File: config.mk
export PLATFORM = sky130hd
export DESIGN_NAME = multi_cycle_sequencer
export DESIGN_NICKNAME = d
export VERILOG_FILES = /design/src/rtl/multi_cycle_sequencer.sv
export SDC_FILE = /design/constraint.sdc
export NUM_CORES = 1
export LEC_CHECK = 0
export ABC_CLOCK_PERIOD_IN_PS = 1850
export CORE_UTILIZATION = 35
export DETAILED_ROUTE_END_ITERATION = 6
export GPL_TIMING_DRIVEN = 0
export PLACE_DENSITY = 0.61
export SKIP_LAST_GASP = 1
export SYNTH_ARGS = -nofsm -noshare
export SYNTH_HDL_FRONTEND = slang
export SYNTH_SLANG_ARGS = --single-unit
File: constraint.sdc
create_clock -name Clock -period 1.85 [get_ports Clock]
set_clock_uncertainty 0.15 [all_clocks]
set_input_delay 0.37 -clock Clock [delete_from_list [all_inputs] [get_ports Clock]]
set_output_delay 0.37 -clock Clock [all_outputs]
set_load 0.05 [all_outputs]
File: src/rtl/multi_cycle_sequencer.sv
// Multi-cycle FETCH/DECODE/EXECUTE/MEMORY/WRITEBACK sequencer for the RV32I core.
// Decides when the decoder's choices take effect: gates IR, RF, DRAM and PC writes, and counts retired instructions.
module multi_cycle_sequencer #(
    parameter int TIMEOUT_CYCLES = 16,
    parameter int COUNT_WIDTH    = 32
) (
    input  logic                   Clock,
    input  logic                   ResetN,
    input  logic                   Start,
    input  logic [6:0]             OperationCode,
    input  logic                   FetchReady,
    input  logic                   DramReady,
    output logic                   FetchRequest,
    output logic                   InstructionRegisterWrite,
    output logic                   DramRequest,
    output logic                   DramWriteEnable,
    output logic                   RegisterFileWriteEnable,
    output logic                   PcWriteEnable,
    output logic                   Fault,
    output logic [COUNT_WIDTH-1:0] RetiredCount,
    output logic [2:0]             State
);

    // Handshake: a request is held high every cycle until the matching
    // ready is seen high in the same cycle; that cycle completes the transfer.

    typedef enum logic [2:0] {
        S_IDLE      = 3'd0,
        S_FETCH     = 3'd1,
        S_DECODE    = 3'd2,
        S_EXECUTE   = 3'd3,
        S_MEMORY    = 3'd4,
        S_WRITEBACK = 3'd5,
        S_FAULT     = 3'd7
    } state_t;

    localparam logic [6:0] OP_LOAD  = 7'b0000011;
    localparam logic [6:0] OP_STORE = 7'b0100011;
    localparam logic [6:0] OP_BR    = 7'b1100011;
    localparam logic [6:0] OP_R     = 7'b0110011;
    localparam logic [6:0] OP_I     = 7'b0010011;
    localparam logic [6:0] OP_LUI   = 7'b0110111;
    localparam logic [6:0] OP_JAL   = 7'b1101111;
    localparam logic [6:0] OP_JALR  = 7'b1100111;

    localparam int WAIT_W = (TIMEOUT_CYCLES < 1) ? 1 : $clog2(TIMEOUT_CYCLES + 1);
    localparam logic [WAIT_W-1:0]      WAIT_LIMIT = WAIT_W'(TIMEOUT_CYCLES);
    localparam logic [WAIT_W-1:0]      WAIT_ONE   = WAIT_W'(1);
    localparam logic [COUNT_WIDTH-1:0] COUNT_ONE  = COUNT_WIDTH'(1);

    state_t                   state;
    logic [6:0]               opcode_q;
    logic [WAIT_W-1:0]        wait_cnt;
    logic [COUNT_WIDTH-1:0]   retired;
    logic                     fetch_req;
    logic                     dram_req;
    logic                     dram_we;
    logic                     rf_we;
    logic                     fault_q;

    logic is_mem;
    logic is_store;
    logic is_branch;
    logic is_alu;
    logic wd_expired;
    logic branch_retire;
    logic store_retire;
    logic pc_we;

    always_comb begin
        is_store  = (opcode_q == OP_STORE);
        is_mem    = (opcode_q == OP_LOAD) || is_store;
        is_branch = (opcode_q == OP_BR);
        is_alu    = (opcode_q == OP_R)   || (opcode_q == OP_I)   || (opcode_q == OP_LUI) ||
                    (opcode_q == OP_JAL) || (opcode_q == OP_JALR);
    end

    // A zero limit disables the watchdog; the counter then never moves.
    assign wd_expired    = (TIMEOUT_CYCLES != 0) && (wait_cnt == WAIT_LIMIT);
    assign branch_retire = (state == S_EXECUTE) && is_branch;
    assign store_retire  = (state == S_MEMORY) && is_store && DramReady;
    assign pc_we         = rf_we || branch_retire || store_retire;

    always_ff @(posedge Clock or negedge ResetN) begin
        if (!ResetN) begin
            state     <= S_IDLE;
            opcode_q  <= '0;
            wait_cnt  <= '0;
            retired   <= '0;
            fetch_req <= 1'b0;
            dram_req  <= 1'b0;
            dram_we   <= 1'b0;
            rf_we     <= 1'b0;
            fault_q   <= 1'b0;
        end else begin
            fetch_req <= 1'b0;
            dram_req  <= 1'b0;
            dram_we   <= 1'b0;
            rf_we     <= 1'b0;
            if (pc_we) begin
                retired <= retired + COUNT_ONE;
            end
            case (state)
                S_IDLE: begin
                    if (Start) begin
                        state     <= S_FETCH;
                        fetch_req <= 1'b1;
                        wait_cnt  <= '0;
                    end
                end
                S_FETCH: begin
                    if (FetchReady) begin
                        state <= S_DECODE;
                    end else if (wd_expired) begin
                        state   <= S_FAULT;
                        fault_q <= 1'b1;
                    end else begin
                        fetch_req <= 1'b1;
                        if (wait_cnt != WAIT_LIMIT) begin
                            wait_cnt <= wait_cnt + WAIT_ONE;
                        end
                    end
                end
                S_DECODE: begin
                    opcode_q <= OperationCode;
                    state    <= S_EXECUTE;
                end
                S_EXECUTE: begin
                    if (is_mem) begin
                        state    <= S_MEMORY;
                        dram_req <= 1'b1;
                        dram_we  <= is_store;
                        wait_cnt <= '0;
                    end else if (is_alu) begin
                        state <= S_WRITEBACK;
                        rf_we <= 1'b1;
                    end else if (is_branch) begin
                        state     <= S_FETCH;
                        fetch_req <= 1'b1;
                        wait_cnt  <= '0;
                    end else begin
                        state   <= S_FAULT;
                        fault_q <= 1'b1;
                    end
                end
                S_MEMORY: begin
                    if (DramReady) begin
                        if (is_store) begin
                            state     <= S_FETCH;
                            fetch_req <= 1'b1;
                            wait_cnt  <= '0;
                        end else begin
                            state <= S_WRITEBACK;
                            rf_we <= 1'b1;
                        end
                    end else if (wd_expired) begin
                        state   <= S_FAULT;
                        fault_q <= 1'b1;
                    end else begin
                        dram_req <= 1'b1;
                        dram_we  <= is_store;
                        if (wait_cnt != WAIT_LIMIT) begin
                            wait_cnt <= wait_cnt + WAIT_ONE;
                        end
                    end
                end
                S_WRITEBACK: begin
                    state     <= S_FETCH;
                    fetch_req <= 1'b1;
                    wait_cnt  <= '0;
                end
                S_FAULT: begin
                    state <= S_FAULT;
                end
                default: begin
                    state   <= S_FAULT;
                    fault_q <= 1'b1;
                end
            endcase
        end
    end

    assign FetchRequest             = fetch_req;
    assign InstructionRegisterWrite = (state == S_FETCH) && FetchReady;
    assign DramRequest              = dram_req;
    assign DramWriteEnable          = dram_we;
    assign RegisterFileWriteEnable  = rf_we;
    assign PcWriteEnable            = pc_we;
    assign Fault                    = fault_q;
    assign RetiredCount             = retired;
    assign State                    = state;

endmodule

Word-level counts from Yosys, hierarchy flattened:

Cells that the tools add are included.

* register bits: 52
* input bits: 12

* $add $sub $neg: 2
* equal/unequal tests: 25
* muxes and demuxes: 47
* bitwise logic cells: 1
* reductions and logical operators: 16

Operators by type and width (count)
* 5-bit 2-to-1 mux: 9
* 32-bit by 1-bit adder with 32-bit output (second input constant): 1
* 5-bit one-hot mux with 5 select lines: 1
* 3-bit 2-to-1 mux: 8
* 1-bit 2-to-1 mux: 23
* 7-bit by 6-bit equality test with 1-bit output (second input constant): 3
* 7-bit equality test (second input constant): 3
* 3-bit one-hot mux with 6 select lines: 1
* 2-bit inequality test (second input constant): 6
* 6-bit AND reduction: 2
* 3-bit equality test (second input constant): 3
* 3-bit inequality test (second input constant): 3
* 7-bit by 2-bit equality test with 1-bit output (second input constant): 1
* 7-bit by 5-bit equality test with 1-bit output (second input constant): 1
* 1-bit logical OR: 7
* 3-bit by 2-bit equality test with 1-bit output (second input constant): 2
* 1-bit one-hot mux with 2 select lines: 3
* 5-bit by 1-bit adder with 5-bit output (second input constant): 1
* 5-bit equality test (second input constant): 1
* 5-bit inequality test (second input constant): 1
* 1-bit one-hot mux with 5 select lines: 1
* 5-bit nonzero test: 1
* 1-bit logical AND: 4
* 1-bit one-hot mux with 4 select lines: 1
* 4 further kinds: 4

Longest topological paths before layout:

* word-level depth: 8
* depth in mapped cells: 6
* gate-level depth less buffers: 6

Worst setup path before layout:

OpenSTA, ideal clock, no wires.

* path type: reg2reg
* start point: register state[0] (netlist: State[0])
* end point: register wait_cnt[0]
* library setup time: 0.065 ns
* arrival time: 3.049 ns
* required time: 1.635 ns
* slack: -1.413 ns
* cell stages (with the launch flop): 7
* buffers on the path: 1
* clock period less this slack: 3.263 ns
* path through: dfrtp_1 > clkbuf_1 > nor4bb_1 > a21o_1 > a221oi_1 > o21ai_1 > mux2_2

* longest elaborated chain between the ends: 3
* elaborated cells on any way between the ends: 13

Ends and longest elaborated chain
* start, declared: line 51 `state_t state;`
* start signal, assigned: line 86 `state <= S_IDLE;`
* start signal, assigned: line 106 `state <= S_FETCH;`
* start signal, assigned: line 113 `state <= S_DECODE;`
* 3-bit by 2-bit equality test with 1-bit output (tied with other cells): line 103 `case (state)`
* 3-bit inequality test (no line) (tied with other cells)
* 6-bit AND reduction (no line)
* end signal, assigned: line 120 `wait_cnt <= wait_cnt + WAIT_ONE;`
* end signal, assigned: line 163 `wait_cnt <= wait_cnt + WAIT_ONE;`
* end, declared: line 53 `logic [WAIT_W-1:0] wait_cnt;`

Parallel ways exist; a longest one is shown, timed or not.
A chain may end at the register's enable or synchronous reset.

Worst setup path in the final report:

* start point: register state[2] (netlist: State[2])
* end point: output port PcWriteEnable

* longest elaborated chain between the ends: 4
* elaborated cells on any way between the ends: 7

Ends and longest elaborated chain
* 3-bit by 2-bit equality test with 1-bit output / 3-bit equality test (equally long branches): line 80, 81
* 1-bit logical AND, on equally long branches: line 80, 81
* 1-bit logical OR / 1-bit logical AND (equally long branches): line 82, 81
* 1-bit logical OR (*): line 82 `assign pc_we = rf_we || branch_retire || store_retire;`
* end, declared: line 18 `output logic PcWriteEnable,`

Mark *: on every way between the ends. The rest lies on a longest branch, timed or not.

==> results.yml <==
status:
  status: "complete, but fails checks"
  violations: "negative setup slack"
layout:
  final_cell_mix: "34 x dlygate4sd2_1, 29 x dfrtp_1, 23 x dfrtp_2, 19 x buf_4, 15 x xor2_1"
  areaGrowthSynthToFinish_pct: 48.2
  fillCellCount: 646
  layout_commonest_cell: "dlygate4sd2_1"
  antenna_cells: 0
  drive_above_1_share_pct: 37.2
  layout.nets: 363
  design_area_um2: 4030
critical_path:
  cp_slowest_stage_delay_ps: 450
  cp_max_fo: 5
  crit_required_ps: 1330
  startpoint_type: "flip-flop"
  worstPathCellList: "and4bb_2 -> a211oi_4 -> nor2_4 -> buf_8"
  startpoint: "State[2]$_DFFE_PN0N_"
  end_kind: "primary output"
  crit_arrival_ps: 1560
  r2r-start: "State[0]$_DFFE_PN0N_"
  critical_path_class: "flip-flop to primary output"
  crit_path_top_delay_cell: "dfrtp_2"
global_routing:
  grt_max_degree: 35
  track_usage_pct: 16.4
  grt_overflow: 0
  antenna_found_initial: 0
  grt_pass1_vias: 2256
  grt_first_pass_wirelength_um: 10900
timing:
  rsz0062_at_grt: "yes"
  timing.fmax_ghz: 0.480
  period_share_pct: 113
  maxSlewViolCount: 0
  setup_slack_ps: -234
  tightest_slew_ps: 517
  max_slew_margin_pct: 65.7
  finalSetupViolations: 31
  hold_viol: 0
  fin_crit_ps: 2080
  setup-tns-final_ps: -3050
route:
  route.detailed.drc: 0
  drt_iter0_markers: 65
  routed-wl-met2_um: 3160
  wl_per_cell_um: 14.5
  via_per_inst: 5.06
  met3WireLength_um: 283
  top_layer: "met4"
  totalWireLength_um: 6500
  vias: 2266
  drtPass1Iterations: 5
  drt-met1-wl_um: 3020
  ant_nets: 0
power_and_ir_drop:
  comb_power_share_pct: 48.1
  p_leak_nw: 1.95
  powerDensity_nw_per_um2: 1040
  ir_worst_vdd_mv: 0.649
  p_seq_share_pct: 35.8
  pwr-share-clk_pct: 16.1
  swShare_pct: 39.4
  p_sw_mw: 1.64
  p_int_mw: 2.53
floorplan:
  dieArea_um2: 8130
  rows: 31
  die_w_um: 90.2
  fp.coreArea_um2: 7370
  initial_utilization_pct: 36.9
  ioPinCount: 54
  dieHeight_um: 90.2
synth:
  ys_types: 57
  async_flop_share_pct: 100
  synthFlopType: "dfrtp_1"
  yosysWarnings: 0
  yosys_register_bits: 52
  synth_edf_count: 0
  ys_seq_area_share_pct: 47.8
  avgSynthCellArea_um2: 10.5
  netlist_area_um2: 2720
  syn_inst: 260
  syn_nets: 275
place:
  place_congestion: 0.796
  port_buffers: 53
  placed_area_um2: 3470
  dpl.hpwl_um: 4180
min_path:
  min_path_type: "flip-flop to flip-flop"
  worstHoldStart: "Fault$_DFFE_PN0P_"
flow_run:
  maxCapViolations: 0
clocking:
  clock_sinks: 52
  clk_pin_slew_ps: 90
  cts_max_path_buffers: 2
  cts_tree: "yes"
  cts_buffers: 5
  htree_levels: 2
  clock-root-buffer: "clkbuf_8"
  clk_latency_ps: 300
-- worst max-delay path: cells and delay by family (launching register included) --
kind | cells | cell delay (ps)
buffers and inverters | 1 | 160
and+or+nand+nor | 2 | 360
AOI/OAI and AO/OA | 1 | 300
DFF | 1 | 450
-- metal layers --
layer,vias up,track usage (%)
met5,-,0
met1,1093,22.4
met3,3,3.05
li1,1105,-
met2,65,27.4
met4,0,3.36
-- synth_stat cells (all sizes together) (2+ instances only) --
library cell,n,area [µm²]
a211o,2,17.5
a211oi,2,15.0
a21o,5,37.5
a21oi,4,20.0
a22o,2,17.5
a22oi,3,22.5
and3,6,37.5
and4bb,2,25.0
buf,2,10.0
clkbuf,3,11.3
dfrtp,52,1300
ha,3,37.5
inv,14,52.6
mux2,8,90.1
nand2,15,56.3
nand2b,4,25.0
nand3,10,67.6
nand3b,2,15.0
nand4,10,62.6
nand4b,2,30.0
nor2,21,78.8
nor2b,4,25.0
nor3,9,50.1
nor3b,3,27.5
nor4,2,27.5
o21ai,14,70.1
o21bai,4,30.0
xnor2,17,156
xor2,15,131
-- sequential cells by signal (all words and copies together) (netlist names) --
signal	flops
DramWriteEnable	1
State	3
RegisterFileWriteEnable	1
RetiredCount	32
opcode_q	7
Fault	1
FetchRequest	1
DramRequest	1
wait_cnt	5
-- through the flow --
stage                     cells  worst slack, ps  hold WS [ps]  power (mW)  util, %
after detailed placement    413            -1200           202        3.08     47.1
final                       448             -234           331        4.18     54.7
after CTS                   444             -230           338        4.11     52.3
after floorplan             260             -250         -75.6        2.64        -
after global routing        448             -284           362        4.44     54.7
after global placement      412            -1560           303        3.07     46.9
-- cell families after synthesis --
group / synth area share, %
mux: 3.31
simple gates: 23.0
flops: 47.8
fa+ha+maj: 1.38
compound gates: 11.2
buf+inv: 2.71
xor+xnor: 10.6
-- power groups by stage --
| stage | registers (mW) | clock network, mW | logic, mW |
|---|---|---|---|
| floorplan | 1.72 | 0 | 0.925 |
| global placement | 1.55 | 0 | 1.53 |
| detailed placement | 1.55 | 0 | 1.53 |
| CTS | 1.48 | 0.702 | 1.92 |
| global route | 1.52 | 0.738 | 2.18 |
| finish | 1.49 | 0.672 | 2.01 |
-- worst paths after layout --
path	cells past startpoint	endpoint	slack (ps)
setup / recovery	4	PcWriteEnable	-230
hold / removal	1	Fault$_DFFE_PN0P_	330
setup reg to reg	6	RetiredCount[31]$_DFFE_PN0P_	-210
hold reg to reg	1	Fault$_DFFE_PN0P_	330
max in group asynchronous	3	RetiredCount[10]$_DFFE_PN0P_	590
min in group asynchronous	2	RetiredCount[17]$_DFFE_PN0P_	400
-- timing repair --
item                                    in CTS  in global routing
setup buffers                               23                  6
cloned                                       0                  0
resized for setup                           98                 37
pin swaps                                   21                 13
hold endpoints to repair                    18                  0
endpoints found under the setup margin      85                 49
hold buffers                                 1                  0
-- final cells by class --
class / count / area [µm²] / area share [%]
repair buffers: 83 / 766 / 19.0
plain buffers: 3 / 25.0 / 0.621
clock buffers: 6 / 82.6 / 2.05
multi-input cells: 189 / 1640 / 40.7
flip-flops and latches: 52 / 1330 / 33.0
well taps: 99 / 124 / 3.07
clock inverters: 2 / 10.0 / 0.248
inverters: 14 / 52.6 / 1.30
Note: power is estimated with default switching activity, not from simulation.
